File: src/rtl/prog_loader.sv
`default_nettype none
// prog_loader: byte-stream writer for the picoMIPS program RAM; holds the CPU in reset while loading.
// Define PROG_LOADER_CHECKSUM_EN to add a trailing zero-sum checksum byte and a sticky ERROR state.
module prog_loader #(
  parameter int Psize = 5,
  parameter int Isize = 20
) (
  input  logic             clk,
  input  logic             nReset,
  input  logic             start,
  input  logic [7:0]       rx_data,
  input  logic             rx_valid,
  output logic             rx_ready,
  output logic             wr_en,
  output logic [Psize-1:0] wr_addr,
  output logic [Isize-1:0] wr_data,
  output logic             cpu_hold,
  output logic             done,
  output logic             err
);

  localparam int BPW = (Isize + 7) / 8;
  localparam int BIW = (BPW > 1) ? $clog2(BPW) : 1;
  localparam logic [BIW-1:0] BYTE_LAST = BIW'(BPW - 1);

  localparam logic [2:0] S_IDLE  = 3'd0;
  localparam logic [2:0] S_COUNT = 3'd1;
  localparam logic [2:0] S_DATA  = 3'd2;
  localparam logic [2:0] S_DONE  = 3'd3;
`ifdef PROG_LOADER_CHECKSUM_EN
  localparam logic [2:0] S_CHECK = 3'd4;
  localparam logic [2:0] S_ERROR = 3'd5;
  localparam logic [2:0] S_AFTER_DATA = S_CHECK;
`else
  localparam logic [2:0] S_AFTER_DATA = S_DONE;
`endif

  logic [2:0]       state;
  logic [Psize-1:0] count;
  logic [Psize-1:0] word_idx;
  logic [BIW-1:0]   byte_idx;
  logic [Isize-9:0] partial;
  logic [Isize-1:0] word_next;
  logic             xfer;

  // Only the low Isize-8 bits are carried between bytes, so excess bits of a word's first byte fall off.
  assign word_next = {partial, rx_data};
  assign xfer      = rx_valid & rx_ready;
  assign cpu_hold  = (state != S_IDLE);
  assign done      = (state == S_DONE);

`ifdef PROG_LOADER_CHECKSUM_EN
  logic [7:0] sum;
  logic [7:0] sum_next;
  assign sum_next = sum + rx_data;
  assign err      = (state == S_ERROR);
  assign rx_ready = (state == S_COUNT) || (state == S_DATA) || (state == S_CHECK);
`else
  assign err      = 1'b0;
  assign rx_ready = (state == S_COUNT) || (state == S_DATA);
`endif

  always_ff @(posedge clk) begin
    if (!nReset) begin
      state    <= S_IDLE;
      count    <= '0;
      word_idx <= '0;
      byte_idx <= '0;
      partial  <= '0;
      wr_en    <= 1'b0;
      wr_addr  <= '0;
      wr_data  <= '0;
`ifdef PROG_LOADER_CHECKSUM_EN
      sum      <= '0;
`endif
    end else begin
      wr_en <= 1'b0;
      case (state)
        S_IDLE: begin
          if (start) state <= S_COUNT;
        end
        S_COUNT: begin
          if (xfer) begin
            count    <= rx_data[Psize-1:0];
            word_idx <= '0;
            byte_idx <= '0;
            state    <= S_DATA;
`ifdef PROG_LOADER_CHECKSUM_EN
            sum      <= rx_data;
`endif
          end
        end
        S_DATA: begin
          if (xfer) begin
            partial <= word_next[Isize-9:0];
`ifdef PROG_LOADER_CHECKSUM_EN
            sum     <= sum_next;
`endif
            if (byte_idx == BYTE_LAST) begin
              byte_idx <= '0;
              wr_en    <= 1'b1;
              wr_addr  <= word_idx;
              wr_data  <= word_next;
              word_idx <= word_idx + 1'b1;
              // count==0 wraps to all-ones here, giving the full 2**Psize words.
              if (word_idx == count - 1'b1) state <= S_AFTER_DATA;
            end else begin
              byte_idx <= byte_idx + 1'b1;
            end
          end
        end
`ifdef PROG_LOADER_CHECKSUM_EN
        S_CHECK: begin
          if (xfer) state <= (sum_next == 8'h00) ? S_DONE : S_ERROR;
        end
        S_ERROR: begin
          if (start) state <= S_COUNT;
        end
`endif
        S_DONE: begin
          state <= S_IDLE;
        end
        default: begin
          state <= S_IDLE;
        end
      endcase
    end
  end

endmodule
`default_nettype wire

File: config.mk
export PLATFORM = sky130hd
export DESIGN_NAME = prog_loader
export DESIGN_NICKNAME = d
export VERILOG_FILES = /design/src/rtl/prog_loader.sv
export SDC_FILE = /design/constraint.sdc
export NUM_CORES = 1
export LEC_CHECK = 0
export ABC_CLOCK_PERIOD_IN_PS = 1630
export CAP_MARGIN = 20
export CORE_MARGIN = 8
export CORE_UTILIZATION = 46
export CTS_CLUSTER_SIZE = 28
export DETAILED_ROUTE_END_ITERATION = 8
export PLACE_DENSITY = 0.73
export REMOVE_ABC_BUFFERS = 1
export SLEW_MARGIN = 15
export SYNTH_ARGS = -nofsm -noshare
export SYNTH_HDL_FRONTEND = slang
export SYNTH_SLANG_ARGS = --single-unit
File: constraint.sdc
create_clock -name clk -period 1.63 [get_ports clk]
set_input_delay 0.2445 -clock clk [delete_from_list [all_inputs] [get_ports clk]]
set_output_delay 0.2445 -clock clk [all_outputs]
set_load 0.02 [all_outputs]
* Word-level counts from Yosys, hierarchy flattened
Cells that the tools add are included.
** Storage, ports and cells
- Word-level logic and storage cells :: 48
- Memories :: 0
- Latch bits :: 0
- Register bits after elaboration :: 53
- Bits of input ports :: 12
- Output and inout bits :: 30
- ROM bits :: 0
- Memory bits (writable) :: 0
** Operators by class
- Eq/ne operators :: 10
- Bitwise logic cells :: 1
- Shift operators :: 0
- $add $sub $neg :: 3
- Multipliers :: 0
- Div/mod/pow operators :: 0
- Reduce and logical (&&, ||, !) cells :: 11
- Mux-type cells :: 15
- Order comparisons :: 0
** Operators by type and width (count)
- 2-to-1 mux 3 bit :: 5
- 2-to-1 mux 5 bit :: 3
- one-hot mux 5 bit (2 select lines) :: 1
- one-hot mux 3 bit (3 select lines) :: 1
- AND reduction 3 bit :: 3
- == test 3 x 2 -> 1 bit, second input constant :: 2
- 2-to-1 mux 2 bit :: 3
- inequality test 2 bit, second input constant :: 3
- adder 5 x 1 -> 5 bit, second input constant :: 1
- == test 5 bit :: 1
- AND reduction 5 bit :: 1
- subtractor 5 x 1 -> 5 bit, second input constant :: 1
- inequality test 2 x 1 -> 1 bit, second input constant :: 2
- one-hot mux 2 bit (2 select lines) :: 1
- AND reduction 2 bit :: 2
- AND reduction 4 bit :: 1
- == test 3 x 1 -> 1 bit, second input constant :: 1
- zero test 3 bit :: 1
- nonzero test 3 bit :: 1
- adder 2 x 1 -> 2 bit, second input constant :: 1
- == test 2 bit, second input constant :: 1
- nonzero test 2 bit :: 1
- bitwise AND 1 bit :: 1
- logical OR 1 bit :: 1
- 2-to-1 mux 1 bit :: 1

* Logic depth before layout (Yosys ltp)
Gate-level depths: netlist of the first run.
- Depth in word-level cells :: 6
- Gate-level depth with buffers :: 7
- Depth with buffers taken out :: 7

* Least setup slack after synthesis of the first run
Ideal clock, no wire load.
- Kind :: register to register
- From :: register state[0]
- To :: register state[0]
- Arrival time :: 1696 ps
- Required time :: 1544 ps
- Buffers on the path :: 1
- Setup time :: 86 ps
- Clock period less this slack :: 1782 ps
- Cell stages (with the launch flop) :: 8
- Setup slack :: -152 ps
- Cells stage by stage :: dfxtp_1 > inv_1 > ha_1 > clkbuf_1 > nand2_1 > a2bb2oi_1 > o21ai_1 > a211oi_1
** On the way
- Cells in the longest elaborated chain, start to end :: 5
- Elaborated cells between the ends (all ways) :: 12
- Classes of those cells :: 7 x eq/ne; 1 x mux; 1 x bitwise; 3 x reduce/logical
** RTL lines
- from (decl) :: line 38 : logic [2:0] state;
- from (signal assigned) :: line 65 : state <= S_IDLE;
- from (signal assigned) :: line 80 : if (start) state <= S_COUNT;
- from (signal assigned) :: line 87 : state <= S_DATA;
- == test 3 x 1 -> 1 bit or == test 3 x 2 -> 1 bit (tied branches) :: line 60 : assign rx_ready = (state == S_COUNT) || (state == S_DATA);
- logical OR 1 bit (*) :: line 60
- net rx_ready :: line 13 : output logic rx_ready,
- bitwise AND 1 bit (*) :: line 48 : assign xfer = rx_valid & rx_ready;
- inequality test 2 bit (no source line)
- AND reduction 5 bit (no source line) (*)
The timed path passes the listed nets; every way through them passes the cells marked *.
A chain may end at the register's enable or synchronous reset.

* Final worst setup path of the first run
- From :: register state[0]
- To :: register word_idx[0]
** On the way
- Cells in the longest elaborated chain, start to end :: 5
- Elaborated cells between the ends (all ways) :: 10
- Classes of those cells :: 5 x eq/ne; 1 x mux; 1 x bitwise; 3 x reduce/logical
** RTL lines
- == test 3 x 1 -> 1 bit or == test 3 x 2 -> 1 bit (tied branches) :: line 60, 78
- logical OR 1 bit :: line 60
- bitwise AND 1 bit :: line 48
- inequality test 2 bit (no source line)
- AND reduction 4 bit (no source line)
- to (signal assigned) :: line 104 : word_idx <= word_idx + 1'b1;
- to (decl) :: line 40 : logic [Psize-1:0] word_idx;
Several ways; a longest one is shown, not always the timed one.

==> results of run 1 <==
[worst reg2reg max path, cell delays in order (launching register included)]
cell,delay (ns)
sky130_fd_sc_hd__dfxtp_1,0.34
sky130_fd_sc_hd__buf_4,0.15
sky130_fd_sc_hd__ha_1,0.24
sky130_fd_sc_hd__nor2_2,0.15
sky130_fd_sc_hd__buf_4,0.13
sky130_fd_sc_hd__o21ai_0,0.11
sky130_fd_sc_hd__or3_1,0.32
sky130_fd_sc_hd__a21oi_1,0.12
[registers in the layout (all words and copies together) (netlist names)]
name	flops
partial	12
byte_idx	2
wr_data	20
word_idx	5
wr_en	1
wr_addr	5
count	5
state	2
[what timing repair did]
item                                   in CTS  in global routing
resized for setup                          14                 15
endpoints found under the hold margin       0                  0
hold buffers                                0                  0
pin swaps                                   7                  8
setup endpoints to repair                   8                 35
[cell families (layout without fill, tap and decap cells)]
kind of cell	after synthesis	after routing	synth area share
xor+xnor	10	10	0.0414
simple gates	110	110	0.223
flops	52	52	0.493
compound gates	52	52	0.134
buf+inv	20	79	0.0432
fa+ha+maj	6	6	0.0355
other cells	1	1	0.00177
mux	6	6	0.0284
[power by group through the flow]
stage / sequential (mW) / combinational [mW] / clock (mW)
after global placement: 1.41 / 0.995 / 0
after CTS: 1.39 / 1.04 / 0.911
final: 1.41 / 1.17 / 0.891
after global routing: 1.41 / 1.25 / 0.971
after detailed placement: 1.41 / 1.01 / 0
after floorplan: 1.40 / 0.522 / 0
[cell type report]
| type | count | area (um^2) | area share |
|---|---|---|---|
| multi-input cells | 185 | 1070 | 0.368 |
| inverters | 7 | 26.3 | 0.00902 |
| clock buffers | 6 | 72.6 | 0.0249 |
| repair buffers | 64 | 592 | 0.203 |
| clock inverters | 2 | 38.8 | 0.0133 |
| flip-flops and latches | 52 | 1050 | 0.359 |
| well taps | 52 | 65.1 | 0.0223 |
[path summary, 6_finish.rpt]
path                      end  slack (ns)  cells after the start
hold / removal    wr_data[11]        0.46                      2
setup / recovery  word_idx[0]        0.01                      7
hold reg to reg   wr_data[11]        0.46                      2
setup reg to reg  word_idx[0]        0.01                      7
[cell usage in the layout, fill, tap and decap left out, types with 2 or more instances in the layout]
cell / Yosys / final
sky130_fd_sc_hd__nand2_1: 80 / 80
sky130_fd_sc_hd__dfxtp_1: 52 / 49
sky130_fd_sc_hd__a21oi_1: 40 / 40
sky130_fd_sc_hd__clkdlybuf4s50_1: 0 / 37
sky130_fd_sc_hd__buf_4: 1 / 22
sky130_fd_sc_hd__nor2_1: 11 / 10
sky130_fd_sc_hd__mux2i_1: 6 / 6
sky130_fd_sc_hd__nand4_1: 5 / 5
sky130_fd_sc_hd__clkbuf_8: 1 / 5
sky130_fd_sc_hd__inv_2: 0 / 4
sky130_fd_sc_hd__xor2_1: 4 / 4
sky130_fd_sc_hd__inv_1: 7 / 3
sky130_fd_sc_hd__xnor2_1: 6 / 3
sky130_fd_sc_hd__xnor2_2: 0 / 3
sky130_fd_sc_hd__or3_1: 3 / 3
sky130_fd_sc_hd__o21ai_0: 4 / 3
sky130_fd_sc_hd__ha_4: 0 / 3
sky130_fd_sc_hd__ha_1: 6 / 3
sky130_fd_sc_hd__nor3_1: 2 / 2
sky130_fd_sc_hd__o21ai_1: 1 / 2
sky130_fd_sc_hd__a211oi_1: 2 / 2
sky130_fd_sc_hd__o211ai_1: 2 / 2
sky130_fd_sc_hd__dfxtp_2: 0 / 2
[routing by layer]
| layer | wire length [um] | GRT usage | up-vias | part of all wire |
|---|---|---|---|---|
| met1 | 2180 | 0.164 | 881 | 0.43 |
| met3 | 270 | 0.0410 | 6 | 0.053 |
| met4 | 74 | 0.0581 | 0 | 0.015 |
| li1 | - | - | 962 | - |
| met2 | 2560 | 0.237 | 54 | 0.50 |
| met5 | 0 | 0 | - | 0 |
[per-stage QoR]
step                      cells  area (um^2)  power (mW)
final                       368         2910        3.46
after global routing        368         2910        3.63
after CTS                   368         2840        3.34
after detailed placement    360         2710        2.42
after global placement      360         2710        2.41
after floorplan             244         2050        1.92
==> metrics.json, run 1 <==
{
  "route.detailed.vias_per_inst": {"value": 5.17},
  "timing.critical_path.fanout_max": {"value": 3},
  "final.setup.worst_slack": {"value": 0.0137, "unit": "ns"},
  "finalCritPeriodShare": {"value": 0.992},
  "layout-drive-gt1-share": {"value": 0.161},
  "clock_tree.htree_level_count": {"value": 2},
  "timing.critical_path.slowest_cell_delay": {"value": 0.34, "unit": "ns"},
  "synth-seq-area-share": {"value": 0.493},
  "filler_cell_count": {"value": 367},
  "worst_setup_path_end_kind": {"value": "register"},
  "synth.cells.most_frequent": {"value": "sky130_fd_sc_hd__nand2_1, sky130_fd_sc_hd__dfxtp_1, sky130_fd_sc_hd__a21oi_1"},
  "timing.final.max_slew_violations": {"value": 0},
  "cells_taking_the_most_area_after_synthesis": {"value": "sky130_fd_sc_hd__dfxtp_1, sky130_fd_sc_hd__nand2_1, sky130_fd_sc_hd__a21oi_1"},
  "max-clock-path-buffers": {"value": 2},
  "worstHoldStart": {"value": "wr_data[11]"},
  "first_pass_iters": {"value": 5},
  "internal_dissipation": {"value": 2.37, "unit": "mW"},
  "rows": {"value": 24},
  "drt-total-wl": {"value": 5.08, "unit": "mm"},
  "ant_nets": {"value": 0},
  "comb_power_share": {"value": 0.337},
  "grt_overflow_total": {"value": 0},
  "placeableCoreArea": {"value": 4380, "unit": "um^2"},
  "static-leakage-power": {"value": 1.09, "unit": "nW"},
  "fin_skew": {"value": 0.00952, "unit": "ns"},
  "worst_path_max_delay_cell": {"value": "sky130_fd_sc_hd__dfxtp_1"},
  "clkLatencyLatePin": {"value": 0.30, "unit": "ns"},
  "grt_first_pass_wirelength": {"value": 8.40, "unit": "mm"},
  "power-per-cell-area": {"value": 1190, "unit": "nW/um^2"},
  "clkSlewWorstSetupHoldPaths": {"value": 0.09, "unit": "ns"},
  "ys_dominant_reg_cell": {"value": "sky130_fd_sc_hd__dfxtp_1"},
  "critical_path_buf_inv_count": {"value": 2},
  "io_pins": {"value": 42},
  "post-synth-top-area-fraction": {"value": 0.493},
  "tritoncts": {"value": "done"},
  "power.share.clock": {"value": 0.257},
  "max-vdd-ir-drop": {"value": 0.715, "unit": "mV"},
  "worst-setup-path-type": {"value": "register to register"},
  "synth.cell_area": {"value": 2110, "unit": "um^2"},
  "placement.setup.worst_slack": {"value": -0.0953, "unit": "ns"},
  "worstReg2RegStart": {"value": "state[0]"},
  "grt_use_total": {"value": 0.142},
  "final_core_utilization": {"value": 0.665},
  "timing.critical_path.from": {"value": "state[0]"},
  "critical_path_required": {"value": 1.86, "unit": "ns"},
  "critical_path.cell_chain": {"value": "buf_4, ha_1, nor2_2, buf_4, o21ai_0, or3_1, a21oi_1"},
  "detailroute.via_count": {"value": 1903},
  "timing.final.crit_period": {"value": 1.62, "unit": "ns"},
  "synth-seq-cells": {"value": 52},
  "design.die.area": {"value": 7020, "unit": "um^2"},
  "synth.yosys.warnings": {"value": 0},
  "max_freq": {"value": 619, "unit": "MHz"},
  "die_height": {"value": 83.8, "unit": "um"},
  "initial_utilization": {"value": 0.482},
  "drt-wirelength-per-cell": {"value": 13.8, "unit": "um"},
  "seq_power_share": {"value": 0.406},
  "worst_setup_path_start_kind": {"value": "register"},
  "cts-root-buf": {"value": "sky130_fd_sc_hd__clkbuf_8"},
  "outcome": {"value": "completed"},
  "initialDrtViolationCount": {"value": 116},
  "timing.final.setup_violations": {"value": 0},
  "setup_fix_bufs_post_cts": {"value": 0},
  "totalNegativeSetupSlack": {"value": 0, "unit": "ns"},
  "p_switching": {"value": 1.10, "unit": "mW"},
  "antenna-diode-count": {"value": 0},
  "min-delay-path-class": {"value": "register to register"},
  "vias_in_the_first_global_route": {"value": 1797},
  "synth_largest_area_cell": {"value": "sky130_fd_sc_hd__dfxtp_1"},
  "synth_edf_count": {"value": 0},
  "asr_flop_ratio_synth": {"value": 0},
  "grt_setup_unrepaired": {"value": "yes"},
  "worst_path_dominant_cell_family": {"value": "simple AND/OR/NAND/NOR gates"},
  "routabilityCongestion": {"value": 0.878},
  "tritoncts.num_buffers": {"value": 5},
  "num-nets-final": {"value": 333},
  "yosysMostFrequentCell": {"value": "sky130_fd_sc_hd__nand2_1"},
  "yosys.cell_types.count": {"value": 33},
  "power.share.switching": {"value": 0.317},
  "port_buffers": {"value": 40},
  "postSynthAreaPerCell": {"value": 8.22, "unit": "um^2"},
  "clock_sinks": {"value": 52},
  "grt_start_max_net_pins": {"value": 28},
  "critPathMostFrequentCell": {"value": "sky130_fd_sc_hd__buf_4"},
  "hold_slack": {"value": 0.455, "unit": "ns"},
  "number_of_hold_violations_in_the_final_report": {"value": 0},
  "area_delta_synth_final": {"value": 37.9, "unit": "%"},
  "place.detailed.hpwl": {"value": 3.46, "unit": "mm"},
  "die_x": {"value": 83.8, "unit": "um"},
  "grt_antenna_before_repair": {"value": 0},
  "cell_count_after_synthesis": {"value": 257},
  "timing.max_cap.violations": {"value": 0},
  "route.detailed.drc": {"value": 0},
  "worst-endpoint-arrival": {"value": 1.85, "unit": "ns"}
}
Power figures use the tool's default switching activity.
==> run 2: changes to the inputs <==
- GPL_ROUTABILITY_DRIVEN: unset -> 0
==> results of run 2 <==
No change in the layout: final DEF, timing and power equal those of run 1.
